[src/rtl/alu_pkg.sv]
// ALU op codes and state encoding shared by the execute-stage
// multiply sequencer and its datapath.
package alu_pkg;

    localparam logic [2:0] OP_SLL = 3'b000;
    localparam logic [2:0] OP_SRL = 3'b001;
    localparam logic [2:0] OP_ROL = 3'b010;
    localparam logic [2:0] OP_SRA = 3'b011;
    localparam logic [2:0] OP_ADD = 3'b100;
    localparam logic [2:0] OP_OR  = 3'b101;
    localparam logic [2:0] OP_XOR = 3'b110;
    localparam logic [2:0] OP_AND = 3'b111;

    typedef enum logic [2:0] {
        S_IDLE = 3'd0,
        S_NEGA = 3'd1,
        S_NEGB = 3'd2,
        S_ITER = 3'd3,
        S_NEGR = 3'd4,
        S_CHKS = 3'd5,
        S_DONE = 3'd6
    } state_e;

    // First state after operand capture (or after negating A).
    function automatic state_e entry_st(
        input logic neg_a,
        input logic neg_b,
        input logic b_zero
    );
        if (neg_a)       return S_NEGA;
        else if (neg_b)  return S_NEGB;
        else if (b_zero) return S_DONE;
        else             return S_ITER;
    endfunction

endpackage

[src/rtl/alu_mul_dp.sv]
// Multiply datapath: operand/accumulator registers, shift-add
// step and the ALU operand mux driven while the sequencer owns it.
module alu_mul_dp
    import alu_pkg::*;
#(
    parameter int         WIDTH      = 16,
    parameter logic [2:0] ALU_OP_ADD = OP_ADD
) (
    input  logic             clk,
    input  logic             rst,
    input  logic             load_i,
    input  state_e           st_i,
    input  logic             signed_mode_i,
    input  logic [WIDTH-1:0] opA_i,
    input  logic [WIDTH-1:0] opB_i,
    input  logic [WIDTH-1:0] alu_out_i,
    input  logic             alu_ofl_i,
    output logic             alu_own_o,
    output logic [WIDTH-1:0] alu_A_o,
    output logic [WIDTH-1:0] alu_B_o,
    output logic [2:0]       alu_Op_o,
    output logic             alu_Cin_o,
    output logic             alu_invB_o,
    output logic [WIDTH-1:0] mplier_o,
    output logic [WIDTH-1:0] mplier_d_o,
    output logic [WIDTH-1:0] acc_d_o,
    output logic             ovf_d_o,
    output logic             neg_res_o,
    output logic             sgn_o
);

    localparam logic [WIDTH-1:0] MIN_NEG =
        {1'b1, {(WIDTH-1){1'b0}}};

    logic [WIDTH-1:0] mcand_q, mcand_d;
    logic [WIDTH-1:0] mplier_q, mplier_d;
    logic [WIDTH-1:0] acc_q, acc_d;
    logic             ovf_q, ovf_d;
    logic             neg_q, neg_d;
    logic             sgn_q, sgn_d;

    always_comb begin
        alu_own_o  = 1'b0;
        alu_A_o    = '0;
        alu_B_o    = '0;
        alu_Op_o   = '0;
        alu_Cin_o  = 1'b0;
        alu_invB_o = 1'b0;
        mcand_d    = mcand_q;
        mplier_d   = mplier_q;
        acc_d      = acc_q;
        ovf_d      = ovf_q;
        neg_d      = neg_q;
        sgn_d      = sgn_q;
        if (load_i) begin
            mcand_d  = opA_i;
            mplier_d = opB_i;
            acc_d    = '0;
            ovf_d    = 1'b0;
            neg_d    = signed_mode_i
                     & (opA_i[WIDTH-1] ^ opB_i[WIDTH-1]);
            sgn_d    = signed_mode_i;
        end else begin
            unique case (st_i)
                S_NEGA: begin
                    alu_own_o  = 1'b1;
                    alu_B_o    = mcand_q;
                    alu_invB_o = 1'b1;
                    alu_Cin_o  = 1'b1;
                    alu_Op_o   = ALU_OP_ADD;
                    mcand_d    = alu_out_i;
                end
                S_NEGB: begin
                    alu_own_o  = 1'b1;
                    alu_B_o    = mplier_q;
                    alu_invB_o = 1'b1;
                    alu_Cin_o  = 1'b1;
                    alu_Op_o   = ALU_OP_ADD;
                    mplier_d   = alu_out_i;
                end
                S_NEGR: begin
                    alu_own_o  = 1'b1;
                    alu_B_o    = acc_q;
                    alu_invB_o = 1'b1;
                    alu_Cin_o  = 1'b1;
                    alu_Op_o   = ALU_OP_ADD;
                    acc_d      = alu_out_i;
                end
                S_ITER: begin
                    if (mplier_q[0]) begin
                        alu_own_o = 1'b1;
                        alu_A_o   = acc_q;
                        alu_B_o   = mcand_q;
                        alu_Op_o  = ALU_OP_ADD;
                        acc_d     = alu_out_i;
                        ovf_d     = ovf_d | alu_ofl_i;
                    end
                    mcand_d  = mcand_q << 1;
                    mplier_d = mplier_q >> 1;
                    // A set bit shifted out still has multiplier
                    // bits left to weight it: product exceeds WIDTH.
                    if (mcand_q[WIDTH-1] && mplier_d != '0)
                        ovf_d = 1'b1;
                    if (mplier_d == '0 && sgn_q
                        && acc_d[WIDTH-1]
                        && !(acc_d == MIN_NEG && neg_q))
                        ovf_d = 1'b1;
                end
                default: ;
            endcase
        end
    end

    always_ff @(posedge clk) begin
        if (rst) begin
            mcand_q  <= '0;
            mplier_q <= '0;
            acc_q    <= '0;
            ovf_q    <= 1'b0;
            neg_q    <= 1'b0;
            sgn_q    <= 1'b0;
        end else begin
            mcand_q  <= mcand_d;
            mplier_q <= mplier_d;
            acc_q    <= acc_d;
            ovf_q    <= ovf_d;
            neg_q    <= neg_d;
            sgn_q    <= sgn_d;
        end
    end

    assign mplier_o   = mplier_q;
    assign mplier_d_o = mplier_d;
    assign acc_d_o    = acc_d;
    assign ovf_d_o    = ovf_d;
    assign neg_res_o  = neg_q;
    assign sgn_o      = sgn_q;

endmodule

[src/rtl/alu_mul_seq.sv]
// Multi-cycle 16x16 MUL sequencer that borrows the execute ALU,
// stalling the pipeline while it owns the operand mux.
module alu_mul_seq
    import alu_pkg::*;
#(
    parameter int         WIDTH      = 16,
    parameter logic [2:0] ALU_OP_ADD = OP_ADD
) (
    input  logic             clk,
    input  logic             rst,
    input  logic             start,
    input  logic             signed_mode,
    input  logic             kill,
    input  logic [WIDTH-1:0] opA,
    input  logic [WIDTH-1:0] opB,
    input  logic [WIDTH-1:0] alu_out,
    input  logic             alu_ofl,
    output logic             alu_own,
    output logic [WIDTH-1:0] alu_A,
    output logic [WIDTH-1:0] alu_B,
    output logic [2:0]       alu_Op,
    output logic             alu_Cin,
    output logic             alu_invB,
    output logic             busy,
    output logic             done,
    output logic [WIDTH-1:0] product,
    output logic             ovf
);

    state_e           st_q, st_d, post;
    logic             busy_q, done_q, ovf_q;
    logic [WIDTH-1:0] product_q;
    logic             load;
    logic [WIDTH-1:0] mplier, mplier_nx, acc_nx;
    logic             ovf_nx, neg_res, sgn;

    assign load = (st_q == S_IDLE) & start & ~kill;

    alu_mul_dp #(
        .WIDTH      (WIDTH),
        .ALU_OP_ADD (ALU_OP_ADD)
    ) u_dp (
        .clk           (clk),
        .rst           (rst),
        .load_i        (load),
        .st_i          (st_q),
        .signed_mode_i (signed_mode),
        .opA_i         (opA),
        .opB_i         (opB),
        .alu_out_i     (alu_out),
        .alu_ofl_i     (alu_ofl),
        .alu_own_o     (alu_own),
        .alu_A_o       (alu_A),
        .alu_B_o       (alu_B),
        .alu_Op_o      (alu_Op),
        .alu_Cin_o     (alu_Cin),
        .alu_invB_o    (alu_invB),
        .mplier_o      (mplier),
        .mplier_d_o    (mplier_nx),
        .acc_d_o       (acc_nx),
        .ovf_d_o       (ovf_nx),
        .neg_res_o     (neg_res),
        .sgn_o         (sgn)
    );

    // The signed range check is folded into the last ITER cycle,
    // so a non-negated signed result goes straight to DONE.
    assign post = neg_res ? S_NEGR : S_DONE;

    always_comb begin
        st_d = st_q;
        unique case (st_q)
            S_IDLE: if (load)
                st_d = entry_st(signed_mode & opA[WIDTH-1],
                                signed_mode & opB[WIDTH-1],
                                opB == '0);
            S_NEGA:
                st_d = entry_st(1'b0, sgn & mplier[WIDTH-1],
                                mplier == '0);
            S_NEGB:
                st_d = (mplier_nx == '0) ? post : S_ITER;
            S_ITER: if (mplier_nx == '0) st_d = post;
            S_NEGR, S_CHKS: st_d = S_DONE;
            S_DONE: st_d = S_IDLE;
            default: st_d = S_IDLE;
        endcase
        if (kill && st_q != S_IDLE) st_d = S_IDLE;
    end

    always_ff @(posedge clk) begin
        if (rst) begin
            st_q      <= S_IDLE;
            busy_q    <= 1'b0;
            done_q    <= 1'b0;
            product_q <= '0;
            ovf_q     <= 1'b0;
        end else begin
            st_q   <= st_d;
            busy_q <= (st_d != S_IDLE);
            done_q <= (st_d == S_DONE);
            if (st_d == S_DONE) begin
                product_q <= acc_nx;
                ovf_q     <= ovf_nx;
            end
        end
    end

    assign busy    = busy_q;
    assign done    = done_q;
    assign product = product_q;
    assign ovf     = ovf_q;

endmodule

[config.mk]
export PLATFORM = sky130hd
export DESIGN_NAME = alu_mul_seq
export DESIGN_NICKNAME = d
export VERILOG_FILES = /design/src/rtl/alu_pkg.sv /design/src/rtl/alu_mul_dp.sv /design/src/rtl/alu_mul_seq.sv
export SDC_FILE = /design/constraint.sdc
export NUM_CORES = 1
export LEC_CHECK = 0
export CAP_MARGIN = 5
export CORE_ASPECT_RATIO = 0.8
export CORE_MARGIN = 5
export CORE_UTILIZATION = 40
export CTS_CLUSTER_DIAMETER = 200
export CTS_CLUSTER_SIZE = 20
export DETAILED_ROUTE_END_ITERATION = 16
export PLACE_DENSITY_LB_ADDON = 0.2
export RECOVER_POWER = 50
export SLEW_MARGIN = 20
export SYNTH_ARGS = -nofsm -noshare
export SYNTH_HDL_FRONTEND = slang
export SYNTH_SLANG_ARGS = --single-unit
[constraint.sdc]
create_clock -name clk -period 3.8 [get_ports clk]
set_input_delay 0.76 -clock clk [delete_from_list [all_inputs] [get_ports clk]]
set_output_delay 0.76 -clock clk [all_outputs]
set_load 0.005 [all_outputs]
==> results.py, run 1 <==
metrics = {
    "detailed_routing": {
        "routedWlPerCell_um": 20.6,
        "drt_iter0_markers": 431,
        "drc_errors": 0,
        "final_antenna_net_count": 0,
        "dr_total_vias": 4650,
        "wirelength_um": 16200,
        "viasPerCell": 5.91,
        "dr.pass1.iters": 6,
    },
    "floorplanning": {
        "initial_core_util": 0.412,
        "coreArea_um2": 10400,
        "fp.dieArea_um2": 12900,
        "fp-row-count": 33,
        "boundaryPins": 111,
        "die_w_um": 126,
        "die_y_um": 102,
    },
    "sta": {
        "max_slew_margin": 0.156,
        "fin_crit_ns": 3.62,
        "tns_ns": 0,
        "worst_pin_slew_ns": 1.27,
        "fin_skew_ns": 0.00326,
        "finalCritPeriodShare": 0.952,
        "fmax_mhz": 276,
        "final_max_slew_viol_count": 0,
        "rsz0062_at_grt": "no",
        "final-setup-viol-count": 0,
        "hold_viol": 0,
        "setup_ws_ns": 0.182,
        "timing.hold.ws_ns": 0.499,
    },
    "placement": {
        "place_hpwl_um": 12400,
        "dp_cells": 771,
        "place.gp.congestion": 0.955,
        "numPortBuffers": 108,
        "place_ws_ns": -0.0648,
    },
    "critical_path": {
        "crit_end": "alu_B[15]",
        "critPathMaxFanout": 18,
        "end_kind": "output port",
        "reg2reg_setup_slack_ns": 0.34,
        "slowest_stage": "dfxtp_1",
        "path_cells": "buf_4 > nor2_1 > and2_1 > a222oi_1 > inv_1 > clkdlybuf4s50_1",
        "critPathMaxStageDelay_ns": 0.71,
        "start_kind": "flop",
        "crit_type": "reg -> out",
        "crit_required_ns": 3.04,
        "r2r-end": "product[0]$_SDFFE_PP0N_",
        "critPathBufInv": 3,
        "worstSetupStartpoint": "st_q[1]$_SDFF_PP0_",
        "crit_cells": 6,
        "r2r_start": "st_q[1]$_SDFF_PP0_",
        "reg2reg_depth": 8,
        "path_delay_family": "buffers and inverters",
        "cp.arrival_ns": 2.86,
    },
    "clock_tree": {
        "cts.sinks": 73,
        "numCtsBuffers": 9,
        "htreeDepth": 3,
        "cts_setup_buffers": 0,
        "clock_latency_ns": 0.34,
        "clkTransAtPathRegs_ns": 0.06,
        "cts-root-buf": "clkbuf_16",
        "cts.path.max_buffers": 2,
        "cts_tree": "done",
        "hold_buffers": 0,
    },
    "global_routing": {
        "grt_pass1_vias": 4408,
        "antenna_found_initial": 0,
        "grt_usage": 0.247,
        "grt_start_max_net_pins": 41,
        "gr-total-overflow": 0,
        "grt_pass1_wl_um": 24800,
    },
    "logic_synthesis": {
        "synth-main-ff-cell": "dfxtp_1",
        "seq_area_frac_synth": 0.342,
        "synthCells": 528,
        "synthTopCellsByArea": "dfxtp_1 34%, a21oi_1 5.7%, mux2i_1 4.7%",
        "synthTopCellsByCount": "73 x dfxtp_1, 52 x nor2_1, 50 x nand2_1",
        "yosysUniqueCellTypes": 55,
        "avgSynthCellArea_um2": 8.09,
        "synth_most_common_cell": "dfxtp_1",
        "synth_top_area_share": 0.342,
        "ys_ff_latch": 73,
        "ys_async_sr_fraction": 0,
        "yosys_warnings": 0,
        "synth_area_um2": 4270,
        "synth_edf_count": 0,
        "yosys.area.top_type": "dfxtp_1",
    },
    "cells_and_area": {
        "synthToLayoutAreaGrowth_pct": 38.5,
        "drive_above_1_share": 0.128,
        "n_antenna_cell": 0,
        "fin_cells": 787,
        "final_nets": 696,
        "finish.utilization": 0.571,
    },
    "pwr": {
        "vdd_ir_drop_max_mv": 0.242,
        "p_leak_nw": 2.57,
        "power_density_nw_per_um2": 577,
    },
    "hold_path": {
        "worstHoldStart": "u_dp.sgn_o$_SDFFE_PP0P_",
        "hold_class": "reg -> reg",
    },
    "run": {
        "maxCapViolations": 0,
    },
    "outcome": {
        "status": "completed",
    },
}
-- flip-flops by register name (all words and copies together) (netlist names) --
register / count
product: 16
u_dp.acc_q: 16
u_dp.mcand_q: 16
u_dp.mplier_o: 16
st_q: 3
busy: 1
done: 1
ovf: 1
u_dp.neg_res_o: 1
u_dp.ovf_q: 1
u_dp.sgn_o: 1
-- worst min-delay path by stage --
stage               cells after the start                     endpoint
finish                                  2      u_dp.sgn_o$_SDFFE_PP0P_
global route                            2  u_dp.neg_res_o$_SDFFE_PP0P_
CTS                                     2  u_dp.neg_res_o$_SDFFE_PP0P_
global placement                        2      u_dp.sgn_o$_SDFFE_PP0P_
detailed placement                      2  u_dp.neg_res_o$_SDFFE_PP0P_
floorplan                               2  u_dp.neg_res_o$_SDFFE_PP0P_
-- cells by family after synthesis --
kind of cell	count (synthesis)	synth area share
other	1	0.000878
AND/OR/NAND/NOR	218	0.265
buffers and inverters	62	0.0615
flip-flops	73	0.342
multiplexers	39	0.102
AO/OA/AOI/OAI	134	0.226
XOR/XNOR	1	0.00205
-- metal layers --
metal	track usage	part of all wire	up-vias
li1	-	-	2156
met1	0.345	0.44	2189
met2	0.373	0.43	273
met3	0.0617	0.10	32
met4	0.0875	0.024	0
met5	0	0	-
-- where the power goes --
part	switching, mW	internal, mW	leakage [nW]
logic	0.847	0.712	1.86
clock network	0.341	0.443	0.121
registers	0.174	0.896	0.594
total	1.36	2.05	2.57
-- through the flow --
step	total power, mW	cell area [um^2]
2_1_floorplan	1.98	4280
3_3_place_gp	2.60	5650
3_5_place_dp	2.61	5650
4_1_cts	3.40	5930
5_1_grt	3.59	5920
6_report	3.41	5920
-- layout make-up --
| cell class | count | area [um^2] |
|---|---|---|
| Clock buffer | 10 | 229 |
| Clock inverter | 6 | 43.8 |
| Fill cell | 956 | 4450 |
| Inverter | 17 | 63.8 |
| Multi-Input combinational cell | 394 | 2570 |
| Sequential cell | 73 | 1460 |
| Tap cell | 140 | 175 |
| Timing Repair Buffer | 147 | 1380 |
-- tightest hold or removal path: stages (launching register included) --
cell,delay [ns]
dfxtp_1,0.33
nand2_1,0.07
a21oi_1,0.05
-- timing repair --
| item | in CTS | in global routing |
|---|---|---|
| pin swaps | 0 | 0 |
| endpoints found under the hold margin | 0 | 0 |
| endpoints found under the setup margin | 15 | 9 |
| resized for setup | 1 | 2 |
-- layout by cell type (no fill, tap or decap), types with 15 or more instances in the layout --
cell type	instances
a222oi_1	15
mux2i_1	20
clkdlybuf4s50_1	88
nor2b_1	19
buf_4	30
a211oi_1	16
and3_1	24
a21oi_1	49
and2_1	16
dlygate4sd3_1	20
nand2_1	50
inv_1	17
dfxtp_1	73
nor2_1	51
Power figures use the tool's default switching activity.
==> inputs of run 2 (changes only) <==
- CTS_CLUSTER_DIAMETER: 200 -> default
==> results of run 2 <==
Same layout as run 1: the final DEF is identical, and so are final timing and power.
==> inputs of run 3 (changes only) <==
- CAP_MARGIN: 5 -> default
==> results of run 3 <==
Same layout as run 1: the final DEF is identical, and so are final timing and power.
